[config.mk]
export PLATFORM = sky130hd
export DESIGN_NAME = muldiv_unit
export DESIGN_NICKNAME = d
export VERILOG_FILES = /design/src/rtl/muldiv_unit.sv
export SDC_FILE = /design/constraint.sdc
export NUM_CORES = 1
export LEC_CHECK = 0
export CELL_PAD_IN_SITES_DETAIL_PLACEMENT = 1
export CELL_PAD_IN_SITES_GLOBAL_PLACEMENT = 2
export CORE_ASPECT_RATIO = 0.8
export CORE_MARGIN = 2
export CORE_UTILIZATION = 25
export CTS_BUF_LIST = sky130_fd_sc_hd__clkbuf_8 sky130_fd_sc_hd__clkbuf_16
export CTS_CLUSTER_SIZE = 12
export DETAILED_ROUTE_END_ITERATION = 6
export GPL_TIMING_DRIVEN = 0
export PLACE_DENSITY = 0.71
export SYNTH_ARGS = -nofsm -noshare
export SYNTH_HDL_FRONTEND = slang
export SYNTH_SLANG_ARGS = --single-unit
[constraint.sdc]
create_clock -name clock -period 6 [get_ports clock]
set_clock_uncertainty 0.2 [all_clocks]
set_input_delay 1.5 -clock clock [delete_from_list [all_inputs] [get_ports clock]]
set_output_delay 1.5 -clock clock [all_outputs]
set_load 0.02 [all_outputs]
[src/rtl/muldiv_unit.sv]
// Iterative RV32M multiply/divide unit: radix-2 shift-add multiply and restoring divide
// over operand magnitudes, one operation in flight, valid/ready on both sides.
module muldiv_unit #(
  parameter int XLEN      = 32,
  parameter int TAG_WIDTH = 5
) (
  input  logic                 clock,
  input  logic                 reset,
  input  logic                 flush,
  input  logic                 in_valid,
  output logic                 in_ready,
  input  logic [2:0]           funct3,
  input  logic [XLEN-1:0]      rs1_data,
  input  logic [XLEN-1:0]      rs2_data,
  input  logic [TAG_WIDTH-1:0] rd_address_in,
  output logic                 out_valid,
  input  logic                 out_ready,
  output logic [XLEN-1:0]      rd_data,
  output logic [TAG_WIDTH-1:0] rd_address_out,
  output logic                 busy
);

  localparam int CW = $clog2(XLEN);
  localparam logic [CW-1:0] LAST_ITER = CW'(XLEN - 1);
  localparam logic [XLEN-1:0] MIN_NEG = {1'b1, {(XLEN-1){1'b0}}};

  typedef enum logic [1:0] {IDLE, BUSY, DONE} state_t;

  state_t                 r_state;
  state_t                 w_stateNext;
  logic [CW-1:0]          r_count;
  logic [2:0]             r_op;
  logic [XLEN-1:0]        r_hi;
  logic [XLEN-1:0]        r_lo;
  logic [XLEN-1:0]        r_b;
  logic                   r_negA;
  logic                   r_negB;
  logic [XLEN-1:0]        r_result;
  logic [TAG_WIDTH-1:0]   r_tag;

  logic                   w_accept;
  logic                   w_signedA;
  logic                   w_signedB;
  logic                   w_negA;
  logic                   w_negB;
  logic [XLEN-1:0]        w_magA;
  logic [XLEN-1:0]        w_magB;
  logic                   w_divZero;
  logic                   w_overflow;
  logic                   w_fast;
  logic [XLEN-1:0]        w_fastResult;

  logic [XLEN:0]          w_mulSum;
  logic [XLEN:0]          w_divShift;
  logic [XLEN:0]          w_divDiff;
  logic                   w_divGe;
  logic [XLEN-1:0]        w_iterHi;
  logic [XLEN-1:0]        w_iterLo;
  logic [2*XLEN-1:0]      w_prod;
  logic [2*XLEN-1:0]      w_prodSigned;
  logic [XLEN-1:0]        w_quot;
  logic [XLEN-1:0]        w_rem;
  logic [XLEN-1:0]        w_final;

  assign in_ready       = (r_state == IDLE);
  assign out_valid      = (r_state == DONE);
  assign busy           = (r_state != IDLE);
  assign rd_data        = r_result;
  assign rd_address_out = r_tag;

  // Operand decode at accept: signed treatment, magnitudes and the single-cycle special cases.
  always_comb begin
    w_accept     = in_valid & in_ready & ~flush;
    w_signedA    = (funct3 == 3'b001) | (funct3 == 3'b010) | (funct3 == 3'b100) | (funct3 == 3'b110);
    w_signedB    = (funct3 == 3'b001) | (funct3 == 3'b100) | (funct3 == 3'b110);
    w_negA       = w_signedA & rs1_data[XLEN-1];
    w_negB       = w_signedB & rs2_data[XLEN-1];
    w_magA       = w_negA ? -rs1_data : rs1_data;
    w_magB       = w_negB ? -rs2_data : rs2_data;
    w_divZero    = (rs2_data == '0);
    w_overflow   = ~funct3[0] & (rs1_data == MIN_NEG) & (rs2_data == '1);
    w_fast       = funct3[2] & (w_divZero | w_overflow);
    w_fastResult = '0;
    if (w_divZero)
      w_fastResult = funct3[1] ? rs1_data : '1;
    else if (w_overflow)
      w_fastResult = funct3[1] ? '0 : MIN_NEG;
  end

  // One iteration step; r_hi/r_lo are product halves for multiply, remainder/quotient for divide.
  always_comb begin
    w_mulSum   = {1'b0, r_hi} + (r_lo[0] ? {1'b0, r_b} : '0);
    w_divShift = {r_hi, r_lo[XLEN-1]};
    w_divDiff  = w_divShift - {1'b0, r_b};
    w_divGe    = ~w_divDiff[XLEN];
    if (r_op[2]) begin
      w_iterHi = w_divGe ? w_divDiff[XLEN-1:0] : w_divShift[XLEN-1:0];
      w_iterLo = {r_lo[XLEN-2:0], w_divGe};
    end else begin
      w_iterHi = w_mulSum[XLEN:1];
      w_iterLo = {w_mulSum[0], r_lo[XLEN-1:1]};
    end
    w_prod       = {w_iterHi, w_iterLo};
    w_prodSigned = (r_negA ^ r_negB) ? -w_prod : w_prod;
    w_quot       = (r_negA ^ r_negB) ? -w_iterLo : w_iterLo;
    w_rem        = r_negA ? -w_iterHi : w_iterHi;
    case (r_op)
      3'b000:                   w_final = w_prodSigned[XLEN-1:0];
      3'b001, 3'b010, 3'b011:   w_final = w_prodSigned[2*XLEN-1:XLEN];
      3'b100, 3'b101:           w_final = w_quot;
      default:                  w_final = w_rem;
    endcase
  end

  always_comb begin
    w_stateNext = r_state;
    case (r_state)
      IDLE: if (w_accept) w_stateNext = w_fast ? DONE : BUSY;
      BUSY: if (r_count == LAST_ITER) w_stateNext = DONE;
      DONE: if (out_ready) w_stateNext = IDLE;
      default: w_stateNext = IDLE;
    endcase
    if (flush) w_stateNext = IDLE;
  end

  always_ff @(posedge clock) begin
    if (reset) r_state <= IDLE;
    else       r_state <= w_stateNext;
  end

  // Flush clears the datapath exactly like reset so a discarded result never leaks out.
  always_ff @(posedge clock) begin
    if (reset || flush) begin
      r_count  <= '0;
      r_op     <= '0;
      r_hi     <= '0;
      r_lo     <= '0;
      r_b      <= '0;
      r_negA   <= 1'b0;
      r_negB   <= 1'b0;
      r_result <= '0;
      r_tag    <= '0;
    end else begin
      case (r_state)
        IDLE: begin
          if (w_accept) begin
            r_op    <= funct3;
            r_hi    <= '0;
            r_lo    <= w_magA;
            r_b     <= w_magB;
            r_negA  <= w_negA;
            r_negB  <= w_negB;
            r_count <= '0;
            r_tag   <= rd_address_in;
            if (w_fast) r_result <= w_fastResult;
          end
        end
        BUSY: begin
          r_hi    <= w_iterHi;
          r_lo    <= w_iterLo;
          r_count <= r_count + 1'b1;
          if (r_count == LAST_ITER) r_result <= w_final;
        end
        default: ;
      endcase
    end
  end

endmodule

Yosys cells after proc, flatten, opt, wreduce, memory -nomap -nowiden --
Cells that the tools add are included. W data, S select, Z words.
Storage, ports and cells: flip-flop bits (word level) 145, bits of input ports 77, output and inout port bits 40, logic and storage cells 95
Operators by class: add/sub/neg operators 8, equality and inequality tests 18, mux-type cells 29, bitwise operators 17, reductions and logical operators 13
Operators by type and width (count):
- $mux W32 | 17
- $pmux W32 S2 | 3
- $neg A32 Y32 | 4
- $pmux W32 S3 | 1
- $eq A32 B32 Y1 const B | 2
- $mux W64 | 1
- $neg A64 Y64 | 1
- $add A32 B32 Y33 | 1
- $sub A33 B32 Y33 | 1
- $logic_not A32 Y1 | 1
- $eq A3 B3 Y1 const B | 4
- $pmux W5 S2 | 1
- $eq A3 B2 Y1 const B | 3
- $mux W2 | 4
- $and A1 B1 Y1 | 7
- $eq A3 B1 Y1 const B | 2
- $ne A2 B1 Y1 const B | 3
- $or A1 B1 Y1 | 6
- $pmux W2 S3 | 1
- $add A5 B1 Y5 const B | 1
- $eq A5 B5 Y1 const B | 1
- $mux W5 | 1
- $reduce_and A2 Y1 | 2
- $reduce_and A4 Y1 | 1
- 12 further kinds | 16

Depth between registers and ports, before layout --
word-level depth 8, gate-level depth with buffers 23, depth with buffers taken out 22

Worst setup path after synthesis --
OpenSTA, ideal clock, no wires.
path kind flip-flop to flip-flop, from register r_op[2], to register r_result[20] (netlist: rd_data[20]), arrival time 4970 ps, required time 5686 ps, slack 716 ps, cell stages (with the launch flop) 20, clock period less this slack 5284 ps, path through dfxtp_1 -> buf_1 -> clkbuf_1 -> clkbuf_1 -> clkbuf_1 -> clkbuf_1 -> buf_1 -> mux2i_1 -> ha_1 -> o21ai_0 -> nor2b_1 -> and2_1 -> clkbuf_1 -> and3_1 -> nand3_1 -> or4_4 -> o21ai_1 -> xnor2_1 -> a221oi_1 -> a2111oi_0
Between the ends: word-level cells in the longest chain between the ends 6
RTL lines:
- from (decl) | line 32 | logic [2:0] r_op;
- from (signal assigned) | line 147 | r_op <= funct3;
- $mux W32 | line 96 | if (r_op[2]) begin
- $neg A64 Y64, or another cell as far along | line 104 | w_prodSigned = (r_negA ^ r_negB) ? -w_prod : w_prod;
- $mux W64, or another cell as far along | line 104
- $pmux W32 S3 (*) | line 107 | case (r_op)
- $mux W32 (*) | line 162 | if (r_count == LAST_ITER) r_result <= w_final;
- $pmux W32 S2 (*) | line 144 | case (r_state)
- to (signal assigned) | line 155 | if (w_fast) r_result <= w_fastResult;
- to (signal assigned) | line 162
- to (decl) | line 38 | logic [XLEN-1:0] r_result;
Every way passes the cells marked *; elsewhere a longest branch is shown, timed or not. The select of a mux whose other input is x is not followed. A chain may end at the register's enable or synchronous reset.

Final worst setup path --
from register r_b[27], to register r_result[27] (netlist: rd_data[27])
Between the ends: word-level cells in the longest chain between the ends 8
RTL lines:
- from (decl) | line 35 | logic [XLEN-1:0] r_b;
- from (signal assigned) | line 150 | r_b <= w_magB;
- $sub A33 B32 Y33 / $mux W32 (equally long branches) | line 94, 92
- $mux W32, or another cell as far along | line 97 | w_iterHi = w_divGe ? w_divDiff[XLEN-1:0] : w_divShift[XLEN-1:0];
- $mux W32 | line 96
- $neg A64 Y64, or another cell as far along | line 104
- $mux W64, or another cell as far along | line 104
- $pmux W32 S3 (*) | line 107
- $mux W32 (*) | line 162
- $pmux W32 S2 (*) | line 144
Marked as above.

==> impl_metrics.toml <==
[setup_path]
r2r-end = "rd_data[27]"
cp-startpoint = "r_b[27]"
path_class = "reg -> reg"
r2r-start = "r_b[27]"
path_cells = "inv_1, ha_1, and4_1, and2_1, a21o_1, nor4_4, buf_4, a211oi_4, o31ai_1, and4_1, clkbuf_1, nand4_2, nor4_4, a31oi_1, xnor2_1, a221oi_4, nor3_1"
crit_family = "simple AND/OR/NAND/NOR gates"
rrSetupSlack_ns = 0.08
cp_slowest_stage_delay_ns = 0.64
r2r_cells = 17
crit_arrival_ns = 6.07
crit_buf_inv = 3
critPathMaxFanout = 7
worst_setup_path_end_kind = "flop"
crit_slowest_cell = "o31ai_1"
setup.worst_path.start_class = "flop"
critPathRequiredTime_ns = 6.14

[grt]
grt_first_pass_wirelength_um = 123000
overflow = 0
grt_pass1_vias = 18100
grt_max_degree = 17
antenna_found_initial = 4
track_usage_pct = 26.4

[logic_synthesis]
syn_avg_cell_area_um2 = 7.16
synth.area.mux_share_pct = 3.11
synth_flop_cell = "dfxtp_1"
yosysUniqueCellTypes = 96
async_reset_ff_share_pct = 0
syn_area_um2 = 15400
synth-compound-area-share_pct = 31.4
ys_warn_count = 0
synth-edff-count = 0
yosysSeqAreaShare_pct = 18.9
yosys.area_share.simple_pct = 24.7
synth_xor_area_share_pct = 10.7
synthAdderAreaFrac_pct = 6.04
syn_nets = 2295
synth_top_family_by_area = "compound AO/OA/AOI/OAI gates"
synth-seq-cells = 145
synth_cells = 2145

[worst_hold_path]
min_path_type = "reg -> reg"
hold_start = "rd_address_out[2]"
whs_endpoint = "rd_address_out[2]"
min_path_cells = 2

[cells_and_area]
finalInstanceArea_um2 = 18900
area_growth_syn_to_layout_pct = 22.8
fin_nets = 2447
drive_gt1_share_pct = 9.35
num-fill-cells = 7454
final_cell_mix = "nor2_1, a21oi_1, nand2_1"
final_common_cell = "nor2_1"

[drt]
top_layer_used = "met4"
num_vias = 18400
ant_nets = 0
wl_per_cell_um = 26.9
vias_per_cell = 5.86
met2RoutedLength_um = 34000
drt_iter0_markers = 2151
drc = 0
wirelength_um = 84700
met1Wirelength_um = 41700
dr.pass1.iters = 5
wl_met3_um = 7850

[sta]
fin_ws_ns = 0.0765
tightestPinTransition_ns = 1.56
setup_viol = 0
hold_violations = 0
finalCritPeriodShare_pct = 98.7
relSlewSlack_pct = -4.57
fmax_ghz = 0.169
post-route-min-period_ns = 5.92
slew_viol_final = 9

[cts]
ctsHoldBuffers = 0
clkTransAtPathRegs_ns = 0.07
htree_levels = 4
cts_buffers = 17
clkSinkCount = 145
clk_path_buf_depth = 2
clk_latency_ns = 0.48
ctsRootBufferMaster = "clkbuf_16"
cts_tree = "yes"

[floorplan]
dieWidth_um = 281
die_h_um = 226
coreArea_um2 = 60900
die_area_um2 = 63400
io_pins = 117
fp-row-count = 81
initial_core_util_pct = 25.2

[outcome]
outcome = "finished with violations"
violations = "capacitance limit, slew limit"

[placement]
place_ws_ns = -3.31
io_buffers = 116
gp_congestion = 0.999
placedInstanceArea_um2 = 17600
dp_hpwl_um = 69700

[run]
maxCapViolCount = 1

[pwr]
power_mw = 3.19
max-vdd-ir-drop_uv = 163
power_density_nw_per_um2 = 169
power_leakage_nw = 6.73
[area by class of cell]
type / instances / area, um2 / share of cell area (%)
clock buffer: 18 / 439 / 2.33
buffer: 133 / 584 / 3.10
sequential: 145 / 2930 / 15.5
timing repair buffer: 140 / 1340 / 7.11
multi-input combinational: 1798 / 12100 / 64.1
antenna: 6 / 15.0 / 0.0796
clock inverter: 13 / 195 / 1.03
tap: 830 / 1040 / 5.50
inverter: 62 / 233 / 1.23
[power by group]
group	switching (mW)	total [mW]	internal, mW	leakage [nW]
sequential	0.0311	1.01	0.982	1.18
combinational	0.636	0.949	0.313	5.24
clock	0.519	1.23	0.712	0.301
[per-layer routing]
metal	vias to the layer above	global-route usage (%)
met2	790	37.4
met5	-	0
met4	0	4.93
met1	9316	40.8
met3	72	4.80
li1	8242	-
[cell usage after synthesis, types with 16 or more instances]
cell / n / share of area, %
o211ai_1: 45 / 2.2
a21o_1: 32 / 1.6
nand2b_1: 21 / 0.86
nand4_1: 29 / 1.2
inv_1: 62 / 1.5
nand3_1: 57 / 1.9
o21a_1: 20 / 0.98
nand2_1: 181 / 4.4
nor4_1: 17 / 0.69
nor2b_1: 18 / 0.73
ha_1: 71 / 5.8
xor2_1: 82 / 4.7
o31ai_1: 25 / 1.2
a31oi_1: 34 / 1.4
mux2i_1: 41 / 2.7
xnor2_1: 105 / 6.0
a21oi_1: 204 / 6.6
nor3_1: 66 / 2.2
clkbuf_1: 115 / 2.8
a221oi_1: 41 / 2.3
o21ai_0: 119 / 3.9
dfxtp_1: 145 / 19
a211oi_1: 41 / 2.0
and2_1: 48 / 2.0
nor2_1: 240 / 5.9
and3_1: 21 / 0.86
o22ai_1: 16 / 0.65
[cell families after synthesis]
logic type / count (synthesis)
xor+xnor: 187
fa+ha+maj: 73
simple gates: 772
compound gates: 719
buf+inv: 202
flops: 145
mux: 47
[repair_timing]
action / in CTS / in global routing
gates cloned: 0 / 0
endpoints found under the setup margin: 51 / 29
pin swaps: 4 / 17
gates resized for setup: 60 / 84
buffers inserted: 6 / 17
[worst min-delay path, cell delays in order, from the launching register on]
cell and delay [ns]:
dfxtp_1 0.32, nand2_1 0.05, a21oi_1 0.05
[how the worst max path moves through the flow]
| stage | cells after the start | slack (ns) | endpoint |
|---|---|---|---|
| after floorplan | 19 | 0.72 | rd_data[20] |
| after global placement | 19 | -3.19 | rd_data[28] |
| after detailed placement | 19 | -3.31 | rd_data[24] |
| after CTS | 21 | 0.003 | rd_data[30] |
| after global routing | 20 | -0.06 | rd_data[30] |
| final | 17 | 0.08 | rd_data[27] |
[sequential cells by signal (all words and copies together), names as in the netlist]
name            count
r_b                32
r_count             5
r_hi               32
r_lo               32
r_negA              1
r_negB              1
r_op                3
r_state             2
rd_address_out      5
rd_data            32
[per-stage QoR]
stage                     instances  hold WS, ns  TNS [ns]  util [%]
final                          3145        0.269         0      31.0
after floorplan                2145        0.240         0         -
after detailed placement       3092        0.256    -91.30      28.9
after CTS                      3125        0.272         0      30.3
after global routing           3139        0.282   -0.0677      31.0
after global placement         3091        0.245    -87.23      28.8
No activity file was read; power rests on OpenSTA's default activity.
==> RTL edit 1: new RTL, same settings <==
Change the parameter `TAG_WIDTH` from 5 to 10.
--- a/src/rtl/muldiv_unit.sv
+++ b/src/rtl/muldiv_unit.sv
@@ -3,5 +3,5 @@
 module muldiv_unit #(
   parameter int XLEN      = 32,
-  parameter int TAG_WIDTH = 5
+  parameter int TAG_WIDTH = 10
 ) (
   input  logic                 clock,
Ports: changed (resized rd_address_in and rd_address_out); port bits go from 117 to 127. The function was not compared with the original's and may differ.
==> RTL edit 1 against the unedited design <==
Final area is 0.60% higher; worst setup slack better by 0.0049 ns; sequential share of layout area is 0.45 points higher; sequential power is 4% higher; power is 0.41% higher; sequential cell count is 5 higher; core utilization is 0.68 points higher; routed wire length is 3.4% higher; area after synthesis is 0.68% lower; count of clock-buffer cells in the layout is 1 higher; cell count hardly changed; fmax hardly changed; critical path depth stayed put; non-clock buffer count is 33 higher; largest power group unchanged; highest routed layer is now met5.
==> RTL edit 1: results (changes against the unedited design) <==
----------------------------------------------------
[STA]
  Final critical path time including I/O delays and setup ... 5.92 ns (-0.00488 ns)
  Max_slew headroom ... 3.14% (+7.7 points)

[Setup path]
  Crit path arrival time ... 6.06 ns (about the same)
  Worst-path maximum fanout ... 10 (+3)

[Yosys]
  Fraction of the yosys area taken by sequential cells ... 19.7% (+0.79 points)
  Post-synthesis net count ... 2326 (+1.4%)
  Most common library cells after synthesis ... sky130_fd_sc_hd__nor2_1, sky130_fd_sc_hd__nand2_1, sky130_fd_sc_hd__a21oi_1, sky130_fd_sc_hd__dfxtp_1, sky130_fd_sc_hd__o21ai_0
  Number of distinct library cells after synthesis ... 82 (-15%)
  Instance count of the mapped netlist ... 2171 (+1.2%)
  Top post-synthesis cells by area ... sky130_fd_sc_hd__dfxtp_1, sky130_fd_sc_hd__xnor2_1, sky130_fd_sc_hd__a21oi_1
  Prevailing post-synth register cell ... sky130_fd_sc_hd__dfxtp_1

[Route]
  DRC violation total after the first TritonRoute iteration ... 1775 (-17%)
  Post-detailed-routing wire length ... 87600 um (+3.4%)
  Drt pass-1 iters ... 6 (+1)

[GRT]
  Via count of the first global-routing pass ... 18200 (+0.35%)
  Aggregate global-route resource usage ... 27.4% (+1.0 points)
  Antenna violations before repair ... 6 (+2)
  Wire length of the first global-routing pass ... 126000 um (+2.2%)

[Place]
  Placed Instances ... 3076 (-0.52%)
  Pre-CTS worst setup slack ... -2.96 ns (+0.342 ns)
  Weighted congestion reported at the end of routability-driven placement ... 0.988 (-1.1%)
  Placed cell areas ... 17500 um2 (-0.54%)
  Count of buffers inserted at the top-level ports ... 126 (+8.6%)

[Power and ir drop]
  Switching power total ... 0.00121 W (+2.3%)
  Static leakage power ... 6.78 nW (+0.87%)
  Proportion of power drawn by combinational gates ... 30.9% (+1.2 points)
  Final Power ... 0.00321 W (+0.41%)
  Sequential group share of total power ... 32.7% (+1.0 points)
  Maximum ir drop on the vdd rail ... 233 uV (+43%)

[Clock network]
  Number of resized instances in the post-cts repair step ... 115 (+92%)
  Post-CTS setup buffers ... 22 (+16)
  Clock transition at the registers of the reported paths ... 0.08 ns

[Run status]
  Outcome ... completed

[Finish]
  Share of post-route cells with drive strength above 1 ... 9.51% (+0.16 points)

----------------------------------------------------
==> RTL edit 1: cell count changes after synthesis, sizes merged, moves of 9 or more <==
cell / change
or3: +13
o21ai: +17
o21a: -9
nand2: +48
a21oi: -9
a31oi: +25
xor2: -22
a21o: -10
o211ai: -24
==> RTL edit 1: kinds of logic (layout without fill, tap and decap cells) <==
group	Yosys count	after routing	share of synthesized area [%]
AO/OA/AOI/OAI	700	700	30.0
buffers and inverters	208	403	5.26
other	0	1	0
adder cells (fa/ha/maj)	73	73	6.09
multiplexers	57	57	3.85
flip-flops	150	150	19.7
XOR/XNOR	173	173	9.93
AND/OR/NAND/NOR	810	810	25.2
==> RTL edit 1: worst max-delay path, stage by stage (launching register included) <==
cell	delay, ns
sky130_fd_sc_hd__dfxtp_4	0.53
sky130_fd_sc_hd__inv_1	0.36
sky130_fd_sc_hd__clkbuf_2	0.44
sky130_fd_sc_hd__clkbuf_2	0.36
sky130_fd_sc_hd__clkbuf_2	0.34
sky130_fd_sc_hd__clkdlybuf4s15_2	0.52
sky130_fd_sc_hd__a21oi_4	0.32
sky130_fd_sc_hd__ha_1	0.22
sky130_fd_sc_hd__o21ai_2	0.14
sky130_fd_sc_hd__nor2_2	0.24
sky130_fd_sc_hd__nand2_1	0.15
sky130_fd_sc_hd__nor2_4	0.20
sky130_fd_sc_hd__nand2_1	0.11
sky130_fd_sc_hd__clkbuf_4	0.24
sky130_fd_sc_hd__o41ai_4	0.40
sky130_fd_sc_hd__xnor2_1	0.12
sky130_fd_sc_hd__a222oi_1	0.64
sky130_fd_sc_hd__o22ai_1	0.18
==> RTL edit 1: cell type report <==
class / instances / area [um2]
fillers: 7331 / 41000
repair buffers: 174 / 1630
well taps: 779 / 975
inverters: 65 / 248
multi-input cells: 1813 / 11900
clock buffers: 19 / 453
flip-flops and latches: 150 / 3030
clock inverters: 13 / 146
diodes: 1 / 2.50
plain buffers: 132 / 611
==> RTL edit 1: metal layers <==
| layer | track usage (%) | wire length (um) | vias to the layer above |
|---|---|---|---|
| met3 | 8.39 | 8250 | 114 |
| met5 | 0 | 63 | - |
| met4 | 7.57 | 2030 | 10 |
| met2 | 38.7 | 35200 | 740 |
| met1 | 39.5 | 42100 | 9350 |
| li1 | - | - | 8355 |
==> RTL edit 1: worst paths after layout <==
kind                                  start                              to  slack (ns)  cells past startpoint
max                    r_op[2]$_SDFFE_PP0P_        rd_data[30]$_SDFFE_PP0P_        0.08                     17
min          rd_address_out[5]$_SDFFE_PP0P_  rd_address_out[5]$_SDFFE_PP0P_        0.27                      2
max reg2reg            r_op[2]$_SDFFE_PP0P_        rd_data[30]$_SDFFE_PP0P_        0.08                     17
min reg2reg  rd_address_out[5]$_SDFFE_PP0P_  rd_address_out[5]$_SDFFE_PP0P_        0.27                      2
==> RTL edit 2: new RTL, config.mk and constraints unchanged <==
Without the edit above. Reset style: asynchronous (`reset`), changed in one clocked block.
--- a/src/rtl/muldiv_unit.sv
+++ b/src/rtl/muldiv_unit.sv
@@ -124,5 +124,5 @@
   end
 
-  always_ff @(posedge clock) begin
+  always_ff @(posedge clock or posedge reset) begin
     if (reset) r_state <= IDLE;
     else       r_state <= w_stateNext;
Check against the original RTL: differs if reset is asserted again (counterexample within 4 cycles, from zero or initial values and one cycle with reset high); with reset held inactive, the same outputs for 4 cycles.
==> RTL edit 2 against the unedited design <==
The run ends with setup timing left; final area is 2.8% higher; combinational power increased by 21%; worst setup slack got worse by 0.16 ns; via count up 6.4%; power rose by 2.0%; sequential cell count unchanged; routed wire length up 11%; area after synthesis grew 2.5%.
==> RTL edit 2: results (changes against the unedited design) <==
----------------------------------------------------
[Run status]
  Outcome ... finished, violations left
  Failing checks ... setup timing

[STA]
  Setup Total Neg Slack ... -0.141 ns (-0.141 ns)
  Worst setup margin ... -0.0866 ns (-0.163 ns)
  Setup violators final ... 3 (+3)
  Final-report max-slew violation count ... 0 (-9)
  Least-Margin Pin Slew ... 1.20 ns (-0.365 ns)

[Setup path]
  Worst-path maximum fanout ... 10 (+3)
  Worst flop-to-flop path startpoint ... r_op[2]$_SDFFE_PP0P_
  Crit path arrival time ... 6.25 ns (+0.18 ns)
  Cell with the biggest individual delay on the critical path ... sky130_fd_sc_hd__clkbuf_1

[GRT]
  Wire length of the first global-routing pass ... 135000 um (+9.8%)
  Aggregate global-route resource usage ... 28.1% (+1.7 points)

[Place]
  Pre-CTS worst setup slack ... -4.23 ns (-0.923 ns)
  Post-DP HPWL ... 75900 um (+8.9%)

[Yosys]
  Fraction of the yosys area taken by sequential cells ... 18.5% (-0.40 points)
  Post-synthesis net count ... 2414 (+5.2%)
  Post-Synthesis Mean Instance Area ... 6.95 um2 (-2.9%)
  Most common library cells after synthesis ... sky130_fd_sc_hd__nor2_1, sky130_fd_sc_hd__a21oi_1, sky130_fd_sc_hd__nand2_1, sky130_fd_sc_hd__o21ai_0, sky130_fd_sc_hd__dfxtp_1

[Route]
  Post-detailed-routing wire length ... 94000 um (+11%)
  Avg Vias per Cell ... 5.96 (+1.8%)
  DRC violation total after the first TritonRoute iteration ... 2272 (+5.6%)

[Power and ir drop]
  Static leakage power ... 6.90 nW (+2.6%)
  Maximum ir drop on the vdd rail ... 208 uV (+27%)

[Finish]
  Fill cell total of the finished layout ... 7723 (+3.6%)

[Clock network]
  Clock transition at the registers of the reported paths ... 0.09 ns (+0.02 ns)

----------------------------------------------------
-- RTL edit 2: timing repair --
action | in CTS | in global routing
gates cloned | 0 | 0
gates resized for setup | 117 | 72
setup buffers | 20 | 15
pin swaps | 25 | 23
setup endpoints to repair | 61 | 28
-- RTL edit 2: metal layers --
metal | share of wire [%] | global-route usage (%)
met5 | 0.029 | 0
met2 | 41 | 40.6
met4 | 2.5 | 7.34
met1 | 46 | 40.9
met3 | 10 | 7.16
-- RTL edit 2: kinds of logic after synthesis --
family | after synthesis | synth area share [%]
simple gates | 835 | 25.7
xor+xnor | 163 | 9.07
compound gates | 777 | 31.9
mux | 53 | 3.54
flops | 145 | 18.5
fa+ha+maj | 73 | 5.90
buf+inv | 218 | 5.47
-- RTL edit 2: final cells by class --
class	count	area, um2	area share [%]
Buffer	142	669	3.45
Multi-Input combinational cell	1901	12400	64.2
Sequential cell	145	2940	15.2
Inverter	75	282	1.45
Clock inverter	15	145	0.748
Tap cell	840	1050	5.42
Timing Repair Buffer	152	1430	7.37
Antenna cell	1	2.50	0.0129
Clock buffer	17	425	2.19
-- RTL edit 2: power groups by stage --
| stage | sequential, W | combinational, W | clock, W |
|---|---|---|---|
| after detailed placement | 0.00103 | 0.00100 | 0 |
| after global routing | 0.00101 | 0.00120 | 0.00115 |
| after floorplan | 0.00101 | 0.000561 | 0 |
| final | 0.00100 | 0.00115 | 0.00110 |
| after CTS | 0.00100 | 0.00108 | 0.00111 |
| after global placement | 0.00102 | 0.000991 | 0 |
-- RTL edit 2: stage by stage --
stage                     instance area, um2  utilization [%]  cells
after global routing                   19400             31.0   3287
final                                  19400             31.0   3288
after global placement                 18000             28.7   3220
after floorplan                        15700                -   2264
after CTS                              19100             30.6   3273
after detailed placement               18000             28.8   3221
-- RTL edit 2: path summary, 6_finish.rpt --
kind                                             endpoint  slack, ns
min reg2reg                rd_address_out[2]$_SDFFE_PP0P_       0.26
min in group asynchronous          r_state[1]$_DFFE_PP0P_       1.02
min                        rd_address_out[2]$_SDFFE_PP0P_       0.26
max reg2reg                       rd_data[9]$_SDFFE_PP0P_      -0.09
max                               rd_data[9]$_SDFFE_PP0P_      -0.09
max in group asynchronous          r_state[0]$_DFFE_PP0P_       4.47
-- RTL edit 2: worst register-to-register path, delay by kind of cell (launching register included) --
family / cells / cell delay [ns]
AO/OA/AOI/OAI: 4 / 1.37
XOR/XNOR: 1 / 0.37
buffers and inverters: 8 / 3.43
flip-flops: 1 / 0.59
